==> src/rtl/sig_link_arbiter.sv <==
// sig_link_arbiter: round-robin arbiter with bounded bursts sharing one registered output slot
// Ports:
//   clk, rst_n   clock (rising edge) and asynchronous active-low reset
//   req_valid    per-producer valid
//   req_data     producer values, producer i at [i*DATA_W +: DATA_W]
//   req_ready    per-producer accept strobe, one-hot or zero
//   out_valid    output slot holds a beat
//   out_data     beat value to the consumer
//   out_src      producer index that sourced the beat
//   out_ready    consumer accepts the beat
//   busy         slot occupied or a burst is in progress
module sig_link_arbiter #(
    parameter int N_REQ = 4,
    parameter int DATA_W = 3,
    parameter int BURST_MAX = 2,
    localparam int SRC_W = $clog2(N_REQ)
) (
    input  logic                    clk,
    input  logic                    rst_n,
    input  logic [N_REQ-1:0]        req_valid,
    input  logic [N_REQ*DATA_W-1:0] req_data,
    output logic [N_REQ-1:0]        req_ready,
    output logic                    out_valid,
    output logic [DATA_W-1:0]       out_data,
    output logic [SRC_W-1:0]        out_src,
    input  logic                    out_ready,
    output logic                    busy
);
    localparam int CNT_W = $clog2(BURST_MAX + 1);
    typedef enum logic {IDLE, LOCKED} state_t;
    state_t state, state_nx;
    logic [SRC_W-1:0] rr_ptr, rr_nx, owner, owner_nx, winner, cand, gidx;
    logic [CNT_W-1:0] burst_cnt, cnt_nx;
    logic found, can_load, accept;
    assign can_load = !out_valid || out_ready;
    // candidate index is reduced mod N_REQ so non-power-of-two sizes stay in range
    always_comb begin
        found = 1'b0;
        winner = '0;
        cand = '0;
        for (int k = 0; k < N_REQ; k++) begin
            cand = SRC_W'((int'(rr_ptr) + k) % N_REQ);
            if (!found && req_valid[cand]) begin
                found = 1'b1;
                winner = cand;
            end
        end
    end
    always_comb begin
        state_nx = state;
        rr_nx = rr_ptr;
        owner_nx = owner;
        cnt_nx = burst_cnt;
        accept = 1'b0;
        gidx = owner;
        if (can_load) begin
            if (state == IDLE) begin
                if (found) begin
                    accept = 1'b1;
                    gidx = winner;
                    rr_nx = (winner == SRC_W'(N_REQ - 1)) ? '0 : winner + 1'b1;
                    if (BURST_MAX > 1) begin
                        state_nx = LOCKED;
                        owner_nx = winner;
                        cnt_nx = CNT_W'(1);
                    end
                end
            end else if (req_valid[owner]) begin
                accept = 1'b1;
                cnt_nx = burst_cnt + 1'b1;
                if (cnt_nx == CNT_W'(BURST_MAX)) begin
                    state_nx = IDLE;
                    cnt_nx = '0;
                end
            end else begin
                // owner went quiet: release the link, costing one bubble
                state_nx = IDLE;
                cnt_nx = '0;
            end
        end
    end
    assign req_ready = (rst_n && accept) ? N_REQ'(1) << gidx : '0;
    assign busy = out_valid || state == LOCKED;
    always_ff @(posedge clk or negedge rst_n) begin
        if (!rst_n) begin
            state <= IDLE;
            rr_ptr <= '0;
            owner <= '0;
            burst_cnt <= '0;
            out_valid <= 1'b0;
            out_data <= '0;
            out_src <= '0;
        end else begin
            state <= state_nx;
            rr_ptr <= rr_nx;
            owner <= owner_nx;
            burst_cnt <= cnt_nx;
            if (accept) begin
                out_valid <= 1'b1;
                out_data <= req_data[gidx*DATA_W +: DATA_W];
                out_src <= gidx;
            end else if (out_ready) begin
                out_valid <= 1'b0;
            end
        end
    end
endmodule

==> config.mk <==
export PLATFORM = sky130hd
export DESIGN_NAME = sig_link_arbiter
export DESIGN_NICKNAME = d
export VERILOG_FILES = /design/src/rtl/sig_link_arbiter.sv
export SDC_FILE = /design/constraint.sdc
export NUM_CORES = 1
export LEC_CHECK = 0
export CAP_MARGIN = 10
export CORE_ASPECT_RATIO = 0.9
export CORE_MARGIN = 2
export CORE_UTILIZATION = 29
export DETAILED_ROUTE_END_ITERATION = 8
export PLACE_DENSITY_LB_ADDON = 0.08
export SKIP_CTS_REPAIR_TIMING = 1
export SYNTH_ARGS = -nofsm -noshare
export SYNTH_HDL_FRONTEND = slang
export SYNTH_SLANG_ARGS = --single-unit
==> constraint.sdc <==
create_clock -name clk -period 4.9 [get_ports clk]
set_input_delay 0.735 -clock clk [delete_from_list [all_inputs] [get_ports clk]]
set_output_delay 0.735 -clock clk [all_outputs]
set_load 0.03 [all_outputs]
==> impl_metrics.toml, run 1 <==
[outcome]
status = "finished, final reports clean"

[synthesis]
synth_edf_count = 0
synth_cells = 89
synth_cell_type_count = 38
ys_seq_area_share_pct = 35.0
syn-num-nets = 108
synth_area_per_cell_um2 = 10.4
ys_ff_latch = 13
synthFlopType = "dfrtp_1"
syn_area_um2 = 928
async_flop_share_pct = 100
yosysWarnings = 0

[route]
drc_errors = 0
wirelength_um = 2340
dr.pass1.iters = 4
avgRoutedWirePerCell_um = 14.4
vias = 798
dr.first_iter.drc_count = 16
vias_per_cell = 4.90
ant_nets = 0

[final_layout]
drive_gt1_share_pct = 20.7
antennaDiodeCount = 0
fin_util_pct = 42.1
final_nets = 141
layout_commonest_cell = "clkdlybuf4s50_1"
layout_common_cells = "clkdlybuf4s50_1 (29), nor2_1 (15), dfrtp_1 (13)"
syn_to_final_growth_pct = 38.9

[critical_path]
cp_top_family = "buffers and inverters"
cp_cell_sequence = "clkdlybuf4s50_1 -> nor4_4 -> o31a_1 -> a31o_1 -> nor2_1 -> and3_1 -> clkdlybuf4s50_1"
cp.required_ps = 4160
start_kind = "input port"
path_class = "input port to primary output"
worst_setup_path_end_kind = "primary output"
critPathArrivalTime_ps = 3410
cp_max_fo = 10
crit_path_top_delay_cell = "clkdlybuf4s50_1"
reg2reg_slack_ps = 2820
cpPeakStageDelay_ps = 580
cp_common_cell = "clkdlybuf4s50_1"
crit_buf_inv = 2

[floorplanning]
row_count = 19
die_y_um = 57.7
die_area_um2 = 3670
start_util_pct = 30.3
core_area_um2 = 3070
die_width_um = 63.6
pin_count = 30

[job]
drv_cap = 0

[cts]
numCtsBuffers = 3
clock_latency_ps = 280
cts_root_buffer = "clkbuf_4"
cts.reportedPaths.clkPinSlew_ps = 90
cts_max_level = 1
cts_tree = "yes"
cts_sinks = 13
cts_max_path_buffers = 2

[sta]
fin_hold_ws_ps = 514
period_minus_slack_ps = 4150
fin_setup_tns_ps = 0
hold_viol = 0
max_freq_mhz = 241
worst_pin_slew_ps = 515
relSlewSlack_pct = 65.7
setup_violations = 0
slew_violations = 0
skew_ps = 2.29
min_period_over_period_pct = 84.6
rsz0062_at_grt = "false"

[global_routing]
grt_pass1_wl_um = 3730
grt_use_total_pct = 13.5
grt_max_degree = 18
antenna_found_initial = 0
grt_pass1_vias = 739
grt.overflow.total = 0

[place]
place_hpwl_um = 1740
routabilityCongestion = 0.752
port_buffers = 29

[pwr]
powerDensity_nw_per_um2 = 632
leakage_uw = 0.000504
ir_drop_mv = 0.347

[worst_hold_path]
min_path_type = "flop to flop"
==> kinds of logic after synthesis <==
kind of cell	count (synthesis)	share of synthesized area (%)
AOI/OAI and AO/OA	27	29.5
xor gates and xnor gates	1	0.944
DFF	13	35.0
and+or+nand+nor	33	21.4
muxes	6	7.95
buffers and inverters	9	5.12
==> metal layers <==
layer	vias up	global-route usage [%]	part of all wire, %	wire [µm]
met3	2	4.85	5.1	120
met5	-	0	0	0
met2	22	20.3	45	1050
met4	0	5.28	0.73	17
li1	402	-	-	-
met1	372	18.0	49	1160
==> cells in the mapped netlist, types with 2 or more instances <==
library cell,n,area share [%]
inv_1,6,2.4
a311oi_1,3,2.8
and4_1,2,1.9
a31o_1,2,1.9
nor2_1,15,6.1
nand2_1,4,1.6
and3_1,2,1.3
a2111oi_2,3,4.9
dfrtp_1,13,35
a21oi_1,5,2.7
nand2b_1,2,1.3
mux2i_1,4,4.3
a211oi_2,3,4.0
==> worst min-delay path, stage by stage (launching register included) <==
cell	delay [ps]
dfrtp_1	350
nor2_1	50
nor2_1	80
==> area by class of cell <==
| type | count | area (µm²) |
|---|---|---|
| inverter | 7 | 31.3 |
| tap | 42 | 52.6 |
| multi-input combinational | 67 | 556 |
| sequential | 13 | 325 |
| fill | 293 | 1780 |
| timing repair buffer | 30 | 298 |
| clock buffer | 3 | 22.5 |
| clock inverter | 1 | 5.00 |
==> registers in the layout, indices dropped and copies added (netlist names) <==
| signal | cells |
|---|---|
| owner | 2 |
| rr_ptr | 2 |
| out_src | 2 |
| out_valid | 1 |
| out_data | 3 |
| state | 1 |
| burst_cnt | 2 |
==> worst paths after layout <==
kind / start / to / depth (start not counted)
worst min-delay path: out_src[1]$_DFFE_PN0P_ / out_src[1]$_DFFE_PN0P_ / 2
worst max register to register: state$_DFFE_PN0N_ / out_data[1]$_DFFE_PN0P_ / 4
max in group asynchronous: rst_n / out_src[1]$_DFFE_PN0P_ / 2
worst max-delay path: req_valid[0] / req_ready[1] / 7
min in group asynchronous: rst_n / out_data[1]$_DFFE_PN0P_ / 2
worst min register to register: out_src[1]$_DFFE_PN0P_ / out_src[1]$_DFFE_PN0P_ / 2
==> power by group <==
group / switching [µW] / internal (µW) / total (µW)
sequential: 53.9 / 160 / 214
combinational: 302 / 230 / 532
clock: 39.9 / 30.3 / 70.2
==> through the flow <==
stage                     instance area, µm²  total power, µW  std cells  worst slack, ps
after floorplan                          928              602         89             2040
final                                   1290              816        163              753
after CTS                               1290              826        163              763
after global routing                    1290              874        163              603
after detailed placement                1260              749        159              787
after global placement                  1260              748        159              831
Power figures use the tool's default switching activity.
==> run 2: changes to the inputs <==
- clock period: 4.9 -> 3.7 ns (I/O delays scaled with it)
==> run 2 against run 1 <==
Via count up 3.4%; sequential power up 29%; core utilization up 1.2 points; power up 36%; global-route usage up 0.15 points; design area up 2.9%; count of clock-buffer cells in the layout unchanged; final cell count up 3.1%; sequential share of layout area down 0.71 points; register-to-register slack worse by 1100 ps; worst hold slack better by 7.0 ps; critical path type unchanged; largest cell class unchanged.
==> impl_metrics.toml, run 2 (synthesized netlist as in run 1, its figures left out) <==
[outcome]
status = "finished, final reports clean"

[cts]
cts_max_level = 1
cts_root_buffer = "clkbuf_4"
cts_tree = "yes"
cts_max_path_buffers = 2
cts_sinks = 13
numCtsBuffers = 3
cts.reportedPaths.clkPinSlew_ps = 90
clock_latency_ps = 280

[final_layout]
syn_to_final_growth_pct = 43.0
drive_gt1_share_pct = 23.8
fin_util_pct = 43.3
antennaDiodeCount = 0
top_register = "out_data"
layout_commonest_cell = "clkdlybuf4s50_1"
final_nets = 146
finalInstanceArea_um2 = 1330
layout_common_cells = "clkdlybuf4s50_1 (29), nor2_1 (15), dfrtp_1 (13)"
largest_reg_flops = 3

[route]
drc_errors = 0
vias_per_cell = 4.91
vias = 825
avgRoutedWirePerCell_um = 13.9
dr.first_iter.drc_count = 31
ant_nets = 0
dr.pass1.iters = 4
wirelength_um = 2340

[global_routing]
grt.overflow.total = 0
grt_max_degree = 12
grt_use_total_pct = 13.7
grt_pass1_vias = 780
antenna_found_initial = 0
grt_pass1_wl_um = 3810

[critical_path]
worst_setup_path_end_kind = "primary output"
start_kind = "input port"
critPathArrivalTime_ps = 3030
cp.required_ps = 3140
reg2regPathDepth = 5
cp_max_fo = 6
path_class = "input port to primary output"

[floorplanning]
die_width_um = 63.6
pin_count = 30
die_y_um = 57.7
row_count = 19
start_util_pct = 30.3
core_area_um2 = 3070
die_area_um2 = 3670

[worst_hold_path]
worstHoldPathCells = 2
min_path_type = "flop to flop"

[sta]
setup_violations = 0
hold_viol = 0
worst_pin_slew_ps = 474
slew_violations = 0
rsz0062_at_grt = "false"
min_period_over_period_pct = 97.0
period_minus_slack_ps = 3590
max_freq_mhz = 279
layout_setup_ws_ps = 111
relSlewSlack_pct = 68.3
skew_ps = 6.86
fin_setup_tns_ps = 0

[place]
placed_area_um2 = 1300
port_buffers = 29
pre_cts_slack_ps = 106
place_hpwl_um = 1830
routabilityCongestion = 0.816

[pwr]
leakage_uw = 0.000528
powerDensity_nw_per_um2 = 835
ir_drop_mv = 0.440

[job]
drv_cap = 0
==> run 2: worst paths after layout <==
| path | start | end | slack, ps |
|---|---|---|---|
| min in group asynchronous | rst_n | owner[0]$_DFF_PN0_ | 540 |
| max in group asynchronous | rst_n | out_data[2]$_DFFE_PN0P_ | 2690 |
| worst min register to register | out_src[0]$_DFFE_PN0P_ | out_src[0]$_DFFE_PN0P_ | 520 |
| worst max-delay path | req_valid[3] | req_ready[3] | 110 |
| worst min-delay path | out_src[0]$_DFFE_PN0P_ | out_src[0]$_DFFE_PN0P_ | 520 |
| worst max register to register | state$_DFFE_PN0N_ | out_data[2]$_DFFE_PN0P_ | 1690 |
==> run 2: routing by layer <==
metal	vias to the layer above	track usage, %	wire length, µm
met4	0	3.73	17
li1	408	-	-
met3	2	4.47	175
met2	31	20.2	1070
met5	-	0	0
met1	384	19.4	1080
==> run 2: report_power, final <==
group	internal, µW	switching (µW)
combinational	331	408
clock	40.1	51.6
sequential	212	65.7
==> run 2: cell type report <==
cell class              instances  area [µm²]
well taps                      42        52.6
flip-flops and latches         13         325
multi-input cells              67         556
fillers                       307        1740
clock inverters                 1        5.00
inverters                       7        31.3
clock buffers                   3        22.5
repair buffers                 35         335
==> run 2: critical path: stages <==
cell and delay (ps):
clkdlybuf4s50_1 590, mux2i_1 140, a2111o_1 450, o32a_4 370
clkinv_4 80, and4_1 180, clkdlybuf4s50_1 670
==> run 2: per-stage QoR <==
step	power [µW]	instances	hold slack, ps
after global placement	1020	164	498
after floorplan	798	89	259
after global routing	1190	168	542
final	1110	168	521
after CTS	1120	168	528
after detailed placement	1030	164	506
